**src/rtl/shift_sequencer.sv**
```systemverilog
// Multi-position shift controller: feeds an external single-bit shifter once per
// clock, recirculating its output until the requested count has been shifted.
module shift_sequencer #(
  parameter int WIDTH = 8,
  parameter int CNT_W = 3
) (
  input  logic             clk,
  input  logic             rst_n,
  input  logic             start,
  input  logic [WIDTH-1:0] a_in,
  input  logic [CNT_W-1:0] amt,
  input  logic [1:0]       mode,
  output logic             busy,
  output logic             done,
  output logic [WIDTH-1:0] result,
  output logic             carry,
  output logic [WIDTH-1:0] sh_a,
  output logic             sh_la,
  output logic             sh_lr,
  input  logic [WIDTH-1:0] sh_y,
  input  logic             sh_c
);

  typedef enum logic [1:0] {
    IDLE  = 2'd0,
    SHIFT = 2'd1,
    DONE  = 2'd2
  } state_t;

  state_t           state_q, state_d;
  logic [WIDTH-1:0] work_q, work_d;
  logic [CNT_W-1:0] cnt_q, cnt_d;
  logic [1:0]       mode_q, mode_d;
  logic             carry_q, carry_d;

  always_ff @(posedge clk or negedge rst_n) begin
    if (!rst_n) begin
      state_q <= IDLE;
      work_q  <= '0;
      cnt_q   <= '0;
      mode_q  <= '0;
      carry_q <= 1'b0;
    end else begin
      state_q <= state_d;
      work_q  <= work_d;
      cnt_q   <= cnt_d;
      mode_q  <= mode_d;
      carry_q <= carry_d;
    end
  end

  always_comb begin
    state_d = state_q;
    work_d  = work_q;
    cnt_d   = cnt_q;
    mode_d  = mode_q;
    carry_d = carry_q;
    case (state_q)
      IDLE: begin
        if (start) begin
          work_d  = a_in;
          cnt_d   = amt;
          mode_d  = mode;
          carry_d = 1'b0;
          state_d = (amt != '0) ? SHIFT : DONE;
        end
      end
      SHIFT: begin
        work_d  = sh_y;
        carry_d = sh_c;
        cnt_d   = cnt_q - 1'b1;
        if (cnt_q == CNT_W'(1)) state_d = DONE;
      end
      DONE:    state_d = IDLE;
      default: state_d = IDLE;
    endcase
  end

  // Reserved mode 11 folds onto arithmetic right because only mode_q[1] selects LA.
  assign sh_la  = mode_q[1];
  assign sh_lr  = ~mode_q[1] & mode_q[0];
  assign sh_a   = work_q;
  assign result = work_q;
  assign carry  = carry_q;
  assign busy   = (state_q != IDLE);
  assign done   = (state_q == DONE);

endmodule
```
**config.mk**
```make
export PLATFORM = sky130hd
export DESIGN_NAME = shift_sequencer
export DESIGN_NICKNAME = d
export VERILOG_FILES = /design/src/rtl/shift_sequencer.sv
export SDC_FILE = /design/constraint.sdc
export NUM_CORES = 1
export LEC_CHECK = 0
export CAP_MARGIN = 15
export CORE_AREA = 2 2 52 54
export CTS_CLUSTER_DIAMETER = 40
export CTS_CLUSTER_SIZE = 28
export DETAILED_ROUTE_END_ITERATION = 16
export DIE_AREA = 0 0 54 56
export PLACE_DENSITY = 0.9
export SYNTH_ARGS = -nofsm -noshare
export SYNTH_HDL_FRONTEND = slang
export SYNTH_SLANG_ARGS = --single-unit
```
**constraint.sdc**
```tcl
create_clock -name clk -period 2.85 [get_ports clk]
set_input_delay 0.4275 -clock clk [delete_from_list [all_inputs] [get_ports clk]]
set_output_delay 0.4275 -clock clk [all_outputs]
set_load 0.005 [all_outputs]
```
==> impl_summary.txt, run 1 <==
----------------------------------------------------
[Die]
  Die Footprint ... 3024 um^2
  Floorplan die height ... 56 um
  Placeable core area ... 2432 um^2
  Number of cell rows ... 18
  Initial Util ... 41.98%
  Top-level port count ... 46
  Horizontal die dimension ... 54 um

[Clocking]
  Buffers from clock root to sink, at most ... 2
  CTS Buf Count ... 3
  Clock H-tree levels ... 1
  Post-CTS Repair Setup Buffers ... 0
  Number of sinks on the clock net ... 16
  Clock tree from TritonCTS ... built
  Buffer cell driving the clock tree root ... clkbuf_4
  Post-CTS clock slew at the launch and capture registers of the worst setup and hold paths ... 90 ps
  Worst-Skew Late Latency ... around 270 ps
  Number of buffers inserted for hold repair after clock tree synthesis ... 0
  Post_cts resized ... 0

[Power and ir drop]
  PD cells ... a little under 1000 nW/um^2
  Leakage component of the power ... 0.5924 nW
  Max rail drop VDD ... 0.5441 mV

[Placement]
  Total of buffers placed on input and output ports ... 45
  Pre-CTS worst setup slack ... 771.8 ps
  Area after DPL ... 1414 um^2
  Post-DP HPWL ... between 1.5 and 2 mm
  Placer's final routability congestion estimate ... 0.7809
  Dpl cells ... 163

[Detailed routing]
  Via count ... between 800 and 900
  DR vias/cell ... between 5 and 6
  Number of nets with antenna violations after routing ... 0
  First-iteration detailed-routing DRC count ... 13
  TritonRoute pass-1 iters ... 2
  Wire per inst ... 14.30 um
  DRC ... 0
  Routed wire length ... 2.374 mm

[Timing]
  Clock skew ... 1.250 ps
  Final critical-path share of the clock period ... roughly 63%
  Setup Viol. Count Final ... 0
  Top achievable clock speed ... 560.3 MHz
  Endpoints failing hold ... 0
  Tightest Pin Transition ... 721.7 ps
  Total Negative Setup Slacks ... 0 ps
  Min Tclk post-route ... around 1800 ps
  Max transition margin ... 51.74%
  Setup repair after global routing missed its margin ... false
  Fin worst setup slack ... 1065 ps
  Pins over their slew limit ... 0

[Final layout]
  Sequential cell area ... 400.4 um^2
  Final std cells w/o fill ... 166
  Utilization after layout ... 59.05%
  Share of final-layout standard cells stronger than drive strength 1 ... between 10% and 20%
  Commonest non-fill, non-tap cell in the layout ... clkdlybuf4s50_1
  Final cell area excluding filler cells ... 1436 um^2
  Number of antenna repair diodes ... 0
  Filler cell count ... approximately 210
  Area taken by multi-input logic gates ... 484.2 um^2
  Highest-count cells in the layout ignoring fill and taps ... 45 x clkdlybuf4s50_1, 16 x dfrtp_1, 11 x nor2b_1, 11 x o21ai_1, 9 x a21oi_1
  Area added between synthesis and finish ... 40.69%
  NumNets Final ... 165

[GRT]
  Wire length of the first global-routing pass ... 3.946 mm
  Number of antenna violations at the first check in global routing ... 0
  Maximum number of pins on one net before global-route repair ... 19
  GR Util All Layers ... 17.02%
  Vias in the first global route ... around 900
  Final global-route overflow total ... 0

[Hold path]
  Cell depth of the worst min-delay path ... 2
  Min-delay worst type ... reg2reg

[Synth]
  Syn_area_per_cell ... approximately 10 um^2
  Leading cell types by total area after synthesis ... dfrtp_1 39%, a22oi_2 9.8%, buf_4 7.4%
  Yosys cell types ... 26
  Syn Std Cell Area ... 1021 um^2
  Dominant cell type by area after synthesis ... dfrtp_1
  Synthesized Nets ... 127
  Fraction of the yosys area taken by sequential cells ... 39.22%
  Share of Yosys cell area claimed by the top area cell type ... 39.22%
  Number of standard cells after synthesis ... 100
  FF+latch count, synth ... 16
  Yosys warns ... 0

[Critical path]
  Number of cells traversed by the worst register-to-register path ... 4
  Req. time, crit path ... 3010 ps
  Worst Path Max Fanout ... 14
  Worst Path Class, Setup ... in2reg
  Data arrival time of the worst path ... 1950 ps
  Setup crit end kind ... flip-flop
  Startpoint type of the worst setup path ... input pin
  Setup slack of the most critical reg-to-reg path ... between 1000 and 1500 ps

[Flow run]
  Max-capacitance violation count ... 0

[Run status]
  Outcome ... finished, final reports clean

----------------------------------------------------
layer usage:
metal / global-route usage (%) / vias up / routed length [um]
li1: - / 410 / -
met1: 20.03 / 423 / 1011
met2: 29.97 / 30 / 1197
met3: 2.151 / 2 / 136
met4: 6.786 / 0 / 28
met5: 0 / - / 0
path summary, 6_finish.rpt:
check / startpoint / end
worst max-delay path: start / mode_q[0]
worst min-delay path: carry / carry
worst max register to register: state_q[1] / mode_q[0]
worst min register to register: carry / carry
max in group asynchronous: rst_n / result[5]
min in group asynchronous: rst_n / result[6]
cell usage after synthesis (all sizes together):
library cell / instances
nor2b: 14
mux2: 2
a22oi: 9
nand2b: 1
mux2i: 1
and3b: 1
inv: 5
a32oi: 1
a21oi: 9
nand2: 2
and2: 1
nor3: 1
a2bb2oi: 3
or2: 1
ha: 2
o21ai: 13
dfrtp: 16
nor2: 2
buf: 14
a311oi: 1
clkbuf: 1
where the power goes:
group	total (W)	switching [W]	internal [W]
clock	0.000116	0.0000671	0.0000488
sequential	0.000438	0.0000971	0.000341
combinational	0.000855	0.000354	0.000501
flip-flops by register name (all words and copies together) (netlist names):
name	count
result	8
mode_q	2
state_q	2
carry	1
cnt_q	3
layout make-up:
type / count / share of cell area, %
sequential: 16 / 27.87
clock buffer: 3 / 1.568
inverter: 5 / 1.307
timing repair buffer: 48 / 32.93
multi-input combinational: 64 / 33.71
tap: 30 / 2.613
kinds of logic (layout without fill, tap and decap cells):
kind of cell	after synthesis	after routing	synth area share, %
AO/OA/AOI/OAI	36	36	25.61
adder cells (fa/ha/maj)	2	2	2.451
buffers and inverters	20	56	13.36
flip-flops	16	16	39.22
multiplexers	3	3	3.922
AND/OR/NAND/NOR	23	23	15.44
worst max-delay path: stages:
cell and delay [ps]:
clkdlybuf4s50_1 460, buf_4 190, nor2b_4 330, nor2b_4 230, mux2_4 310
metrics by stage:
step	power [W]	hold WS, ps
final	0.001409	519.6
after global routing	0.001530	548.1
after CTS	0.001422	520.4
after detailed placement	0.001305	496.6
after global placement	0.001268	502.9
after floorplan	0.0009962	131.9
Power figures use the tool's default switching activity.
==> run 2, diff against run 1 <==
--- a/config.mk
+++ b/config.mk
@@ -6,12 +6,12 @@
 export NUM_CORES = 1
 export LEC_CHECK = 0
 export CAP_MARGIN = 15
-export CORE_AREA = 2 2 52 54
+export CORE_AREA = 2 2 53 55
 export CTS_CLUSTER_DIAMETER = 40
 export CTS_CLUSTER_SIZE = 28
 export DETAILED_ROUTE_END_ITERATION = 16
-export DIE_AREA = 0 0 54 56
-export PLACE_DENSITY = 0.9
+export DIE_AREA = 0 0 55 57
+export PLACE_DENSITY = 0.88
 export SYNTH_ARGS = -nofsm -noshare
 export SYNTH_HDL_FRONTEND = slang
 export SYNTH_SLANG_ARGS = --single-unit
==> constraint.sdc (replaced) <==
create_clock -name clk -period 1.75 [get_ports clk]
set_input_delay 0.2625 -clock clk [delete_from_list [all_inputs] [get_ports clk]]
set_output_delay 0.2625 -clock clk [all_outputs]
set_load 0.005 [all_outputs]
==> run 2 against run 1 <==
First-iteration DRC count grew 38%. Core utilization shrank 3.0 points. Sequential share of layout area shrank 0.57 points. Die area grew 3.7%. Combinational power grew 63%. Clock skew grew 11 ps. Critical path type is now reg2out. Largest cell class is now non-clock buffers.
==> impl_summary.txt, run 2 (same netlist as run 1, synthesis figures left out) <==
----------------------------------------------------
[Hold path]
  Min-delay worst type ... in2async

[GRT]
  GR Util All Layers ... between 10% and 20%
  Wire length of the first global-routing pass ... about 4.2 mm
  Maximum number of pins on one net before global-route repair ... 18
  Number of antenna violations at the first check in global routing ... 0
  Vias in the first global route ... 933
  Final global-route overflow total ... 0

[Critical path]
  Critical path endpoint ... busy
  End of the worst register-to-register path ... cnt_q[2]
  Startpoint type of the worst setup path ... flip-flop
  Crit path from ... state_q[0]
  Cell-by-cell trace of the critical path ... or2_1, clkdlybuf4s50_1
  Number of gates on the worst path with buffers counted ... 2
  Setup slack of the most critical reg-to-reg path ... 340 ps
  Worst Path Class, Setup ... reg2out
  Number of cells traversed by the worst register-to-register path ... 4
  Setup crit end kind ... output port
  Delay-heaviest family, CP ... flip-flops
  Maximum single-stage delay on the critical path ... 440 ps
  Sum of buffers and inverters on the critical path ... 1
  Data arrival time of the worst path ... 1410 ps
  Worst Path Max Fanout ... 4
  Critical R2R Launch ... state_q[0]
  Slowest stage cell, crit path ... dfrtp_1
  Req. time, crit path ... 1490 ps

[Timing]
  Setup Viol. Count Final ... 0
  Setup repair after global routing missed its margin ... false
  Endpoints failing hold ... 0
  Total Negative Setup Slacks ... 0 ps
  Min Tclk post-route ... 1674 ps
  Final critical-path share of the clock period ... 95.66%
  Tightest Pin Transition ... a little under 400 ps
  Pins over their slew limit ... 0
  Top achievable clock speed ... 597.4 MHz
  Max transition margin ... 74.16%
  Clock skew ... about 12 ps

[Placement]
  Total of buffers placed on input and output ports ... 45
  Post-DP HPWL ... 1.896 mm
  Placer's final routability congestion estimate ... 0.7529

[Clocking]
  Post_cts resized ... 0
  Post-CTS Repair Setup Buffers ... 0
  Number of sinks on the clock net ... 16
  Worst-Skew Late Latency ... 290 ps
  CTS Buf Count ... 3
  Clock tree from TritonCTS ... built
  Clock H-tree levels ... 1
  Buffers from clock root to sink, at most ... 2
  Number of buffers inserted for hold repair after clock tree synthesis ... 0
  Post-CTS clock slew at the launch and capture registers of the worst setup and hold paths ... about 110 ps
  Buffer cell driving the clock tree root ... clkbuf_4

[Detailed routing]
  DRC ... 0
  Routed wire length ... about 2.6 mm
  First-iteration detailed-routing DRC count ... 18
  DR vias/cell ... 5.147
  TritonRoute pass-1 iters ... 4
  Number of nets with antenna violations after routing ... 0
  Via count ... approximately 880
  Wire per inst ... 15.16 um

[Final layout]
  Utilization after layout ... 56.08%
  Highest-count cells in the layout ignoring fill and taps ... 45 x clkdlybuf4s50_1, 16 x dfrtp_1, 11 x nor2b_1, 11 x o21ai_1, 9 x a21oi_1
  Commonest non-fill, non-tap cell in the layout ... clkdlybuf4s50_1
  Share of final-layout standard cells stronger than drive strength 1 ... 15.83%
  NumNets Final ... 167
  Number of antenna repair diodes ... 0
  Max FFs per register ... 8
  Area added between synthesis and finish ... 43.63%

[Run status]
  Outcome ... finished, final reports clean

[Power and ir drop]
  PD cells ... 1625 nW/um^2
  Seq pwr share ... 30.9%
  Total power ... 0.002383 W
  Max rail drop VDD ... 0.9563 mV
  Leakage component of the power ... 0.6093 nW
  Logic gate share of total power ... between 50% and 60%
  Switch Pwr ... ~0.0009 W
  Internal power of the cells ... 0.001507 W
  Sw frac ... 36.77%
  Share of total power in the clock network ... 10.6%

[Die]
  Horizontal die dimension ... 55 um
  Top-level port count ... 46
  Number of cell rows ... 19
  Floorplan die height ... around 57 um
  Initial Util ... around two fifths
  Die Footprint ... ~3100 um^2
  Placeable core area ... 2615 um^2

[Flow run]
  Max-capacitance violation count ... 0

----------------------------------------------------
## run 2: cell count changes in the layout (fill, tap and decap cells not counted)
cell,previous run,this run
buf_4,3,5
clkbuf_8,0,1
## run 2: area by class of cell
| type | instances | area, um^2 |
|---|---|---|
| fillers | 245 | 1149 |
| repair buffers | 50 | 488.0 |
| multi-input cells | 64 | 484.2 |
| flip-flops and latches | 16 | 400.4 |
| well taps | 31 | 38.79 |
| clock buffers | 4 | 36.28 |
| inverters | 5 | 18.77 |
## run 2: power by group through the flow
stage | combinational, W | sequential, W | clock, W
floorplan | 0.000918 | 0.000705 | 0
global placement | 0.00135 | 0.000725 | 0
detailed placement | 0.00140 | 0.000747 | 0
CTS | 0.00141 | 0.000742 | 0.000257
global route | 0.00153 | 0.000767 | 0.000275
finish | 0.00139 | 0.000736 | 0.000252
## run 2: metrics by stage
| step | setup WS, ps | std cells | hold WS, ps | cell area (um^2) |
|---|---|---|---|---|
| 2_1_floorplan | 549.4 | 100 | -33.09 | 1021 |
| 3_3_place_gp | 285.1 | 166 | 488.6 | 1430 |
| 3_5_place_dp | 248.1 | 166 | 496.6 | 1430 |
| 4_1_cts | 71.72 | 170 | 293.7 | 1466 |
| 5_1_grt | 26.51 | 170 | 290.1 | 1466 |
| 6_report | 75.97 | 170 | 286.1 | 1466 |
## run 2: how the worst min path moves through the flow
stage                      from         end  slack (ps)  depth (start not counted)
final                     rst_n   mode_q[0]         290                          2
after global routing      rst_n  state_q[0]         290                          2
after CTS                 rst_n       carry         290                          2
after detailed placement  carry       carry         500                          2
after global placement    carry       carry         490                          2
after floorplan           rst_n       carry         -30                          0
## run 2: worst register-to-register path, cell delays in order, from the launching register on
cell	delay [ps]
dfrtp_1	440
buf_4	250
nor2b_4	410
a311oi_1	150
o21ai_1	90
## run 2: routing by layer
metal	up-vias	routed length [um]	GRT usage, %
met5	-	0	0
met4	0	26	6.272
met3	2	136	2.094
met2	33	1414	33.50
met1	421	1000	21.85
li1	419	-	-
==> run 3, diff against run 2 <==
--- a/config.mk
+++ b/config.mk
@@ -11,6 +11,7 @@
 export CTS_CLUSTER_SIZE = 28
 export DETAILED_ROUTE_END_ITERATION = 16
 export DIE_AREA = 0 0 55 57
+export GPL_TIMING_DRIVEN = 0
 export PLACE_DENSITY = 0.88
 export SYNTH_ARGS = -nofsm -noshare
 export SYNTH_HDL_FRONTEND = slang
==> constraint.sdc (replaced) <==
create_clock -name clk -period 1.75 [get_ports clk]
set_input_delay 0.35 -clock clk [delete_from_list [all_inputs] [get_ports clk]]
set_output_delay 0.35 -clock clk [all_outputs]
set_load 0.005 [all_outputs]
==> run 3 against run 2 <==
Sequential cell count unchanged. Largest power group unchanged. Critical path depth is 1 higher. Hold slack better by 190 ps. Final cell count rose by 5.9%.
==> impl_summary.txt, run 3 (same netlist as run 1, synthesis figures left out) <==
----------------------------------------------------
[Final layout]
  Area taken by multi-input logic gates ... 484.2 um^2
  Highest-count cells in the layout ignoring fill and taps ... 42 x clkdlybuf4s50_1, 16 x dfrtp_1, 11 x nor2b_1, 11 x o21ai_1, 10 x buf_4
  Share of final-layout standard cells stronger than drive strength 1 ... between 20% and 30%
  Sequential cell area ... 400.4 um^2
  Filler cell count ... 250
  Final cell area excluding filler cells ... 1555 um^2
  Commonest non-fill, non-tap cell in the layout ... clkdlybuf4s50_1
  Number of antenna repair diodes ... 0
  Max FFs per register ... 8
  NumNets Final ... around 180
  Final std cells w/o fill ... 180
  Area added between synthesis and finish ... 52.33%

[Run status]
  Outcome ... finished, final reports clean

[Timing]
  Clock skew ... 2.384 ps
  Fin worst setup slack ... 70.62 ps
  Setup Viol. Count Final ... 0
  Setup repair after global routing missed its margin ... false
  Endpoints failing hold ... 0
  Hold WS ... 473.0 ps
  Total Negative Setup Slacks ... 0 ps
  Final critical-path share of the clock period ... 95.96%
  Max transition margin ... a little over half
  Min Tclk post-route ... roughly 1700 ps
  Top achievable clock speed ... 595.5 MHz
  Pins over their slew limit ... 0
  Tightest Pin Transition ... 713.2 ps

[Clocking]
  Worst-Skew Late Latency ... 290 ps
  Number of buffers inserted for hold repair after clock tree synthesis ... 0
  Clock tree from TritonCTS ... built
  CTS Buf Count ... 3
  Post-CTS clock slew at the launch and capture registers of the worst setup and hold paths ... 100 ps
  Clock H-tree levels ... 1
  Number of sinks on the clock net ... 16
  Buffer cell driving the clock tree root ... clkbuf_4
  Buffers from clock root to sink, at most ... 2

[Critical path]
  Setup crit end kind ... output port
  Slowest stage cell, crit path ... dfrtp_1
  Cell-by-cell trace of the critical path ... buf_6, or2_1, dlygate4sd2_1
  Data arrival time of the worst path ... 1330 ps
  Worst Path Max Fanout ... 10
  Maximum single-stage delay on the critical path ... 410 ps
  Worst Path Class, Setup ... reg2out
  Startpoint type of the worst setup path ... flip-flop
  Req. time, crit path ... 1400 ps

[Placement]
  Total of buffers placed on input and output ports ... 45
  Dpl cells ... 176
  Area after DPL ... 1510 um^2
  Pre-CTS worst setup slack ... approximately 44 ps
  Placer's final routability congestion estimate ... 0.8213
  Post-DP HPWL ... 1.917 mm

[Hold path]
  Min-delay worst type ... in2async

[Die]
  Die Footprint ... 3135 um^2
  Initial Util ... 39.04%
  Number of cell rows ... 19
  Placeable core area ... 2615 um^2
  Horizontal die dimension ... roughly 55 um
  Floorplan die height ... 57 um
  Top-level port count ... 46

[Detailed routing]
  Number of nets with antenna violations after routing ... 0
  TritonRoute pass-1 iters ... 4
  Wire per inst ... 14.12 um
  Via count ... 900
  DRC ... 0
  Routed wire length ... 2.541 mm
  First-iteration detailed-routing DRC count ... 13
  DR vias/cell ... 5.000

[GRT]
  Maximum number of pins on one net before global-route repair ... 17
  GR Util All Layers ... 18.38%
  Number of antenna violations at the first check in global routing ... 0
  Wire length of the first global-routing pass ... 4.209 mm
  Vias in the first global route ... between 900 and 1000
  Final global-route overflow total ... 0

[Flow run]
  Max-capacitance violation count ... 0

[Power and ir drop]
  Max rail drop VDD ... ~1.1 mV
  Leakage component of the power ... 0.6795 nW
  PD cells ... 1650 nW/um^2

----------------------------------------------------
[run 3: changes by cell type in the layout (fill, tap and decap cells not counted)]
cell	change
clkbuf_1	+1
clkdlybuf4s50_1	-3
buf_6	+2
buf_2	+1
buf_4	+5
buf_12	+1
dlygate4sd2_1	+2
dlymetal6s2s_1	+1
[run 3: worst max-delay path, delay by kind of cell (launching register included)]
kind	cells	cell delay (ps)
simple gates	1	220
flops	1	410
buf+inv	2	410
[run 3: path summary, 6_finish.rpt]
kind                            start   endpoint  slack (ps)  depth (start not counted)
max in group asynchronous       rst_n  result[7]         830                          1
min in group clk            mode_q[0]  mode_q[0]         520                          1
setup / recovery           state_q[0]       busy          70                          3
setup reg to reg           state_q[1]  mode_q[0]         270                          5
hold reg to reg             mode_q[0]  mode_q[0]         520                          1
hold / removal                  rst_n   cnt_q[2]         470                          1
[run 3: layout make-up]
class                   count  area share, %
multi-input cells          64          31.13
repair buffers             46          29.44
flip-flops and latches     16          25.74
plain buffers              14          7.643
well taps                  31          2.494
clock buffers               4          2.333
inverters                   5          1.207
[run 3: metal layers]
metal	routed length, um	vias up	track usage [%]
li1	-	438	-
met1	1020	424	21.42
met2	1353	33	32.99
met3	128	5	2.356
met4	38	0	6.969
met5	0	-	0
[run 3: stage by stage]
stage,power [W],util [%]
global route,0.002762,59.47
detailed placement,0.002335,57.75
global placement,0.002262,57.75
floorplan,0.001622,-
CTS,0.002595,59.38
finish,0.002566,59.47
[run 3: power breakdown]
group          switching [W]  total, W  internal, W
logic               0.000619   0.00160     0.000976
registers           0.000164  0.000720     0.000556
clock network       0.000124  0.000251     0.000127
total               0.000907   0.00257      0.00166
[run 3: timing repair]
| action | 4_1_cts | 5_1_grt |
|---|---|---|
| buffers inserted | 1 | 0 |
| cloned | 0 | 0 |
| endpoints found under the setup margin | 2 | 1 |
| resized for setup | 4 | 1 |
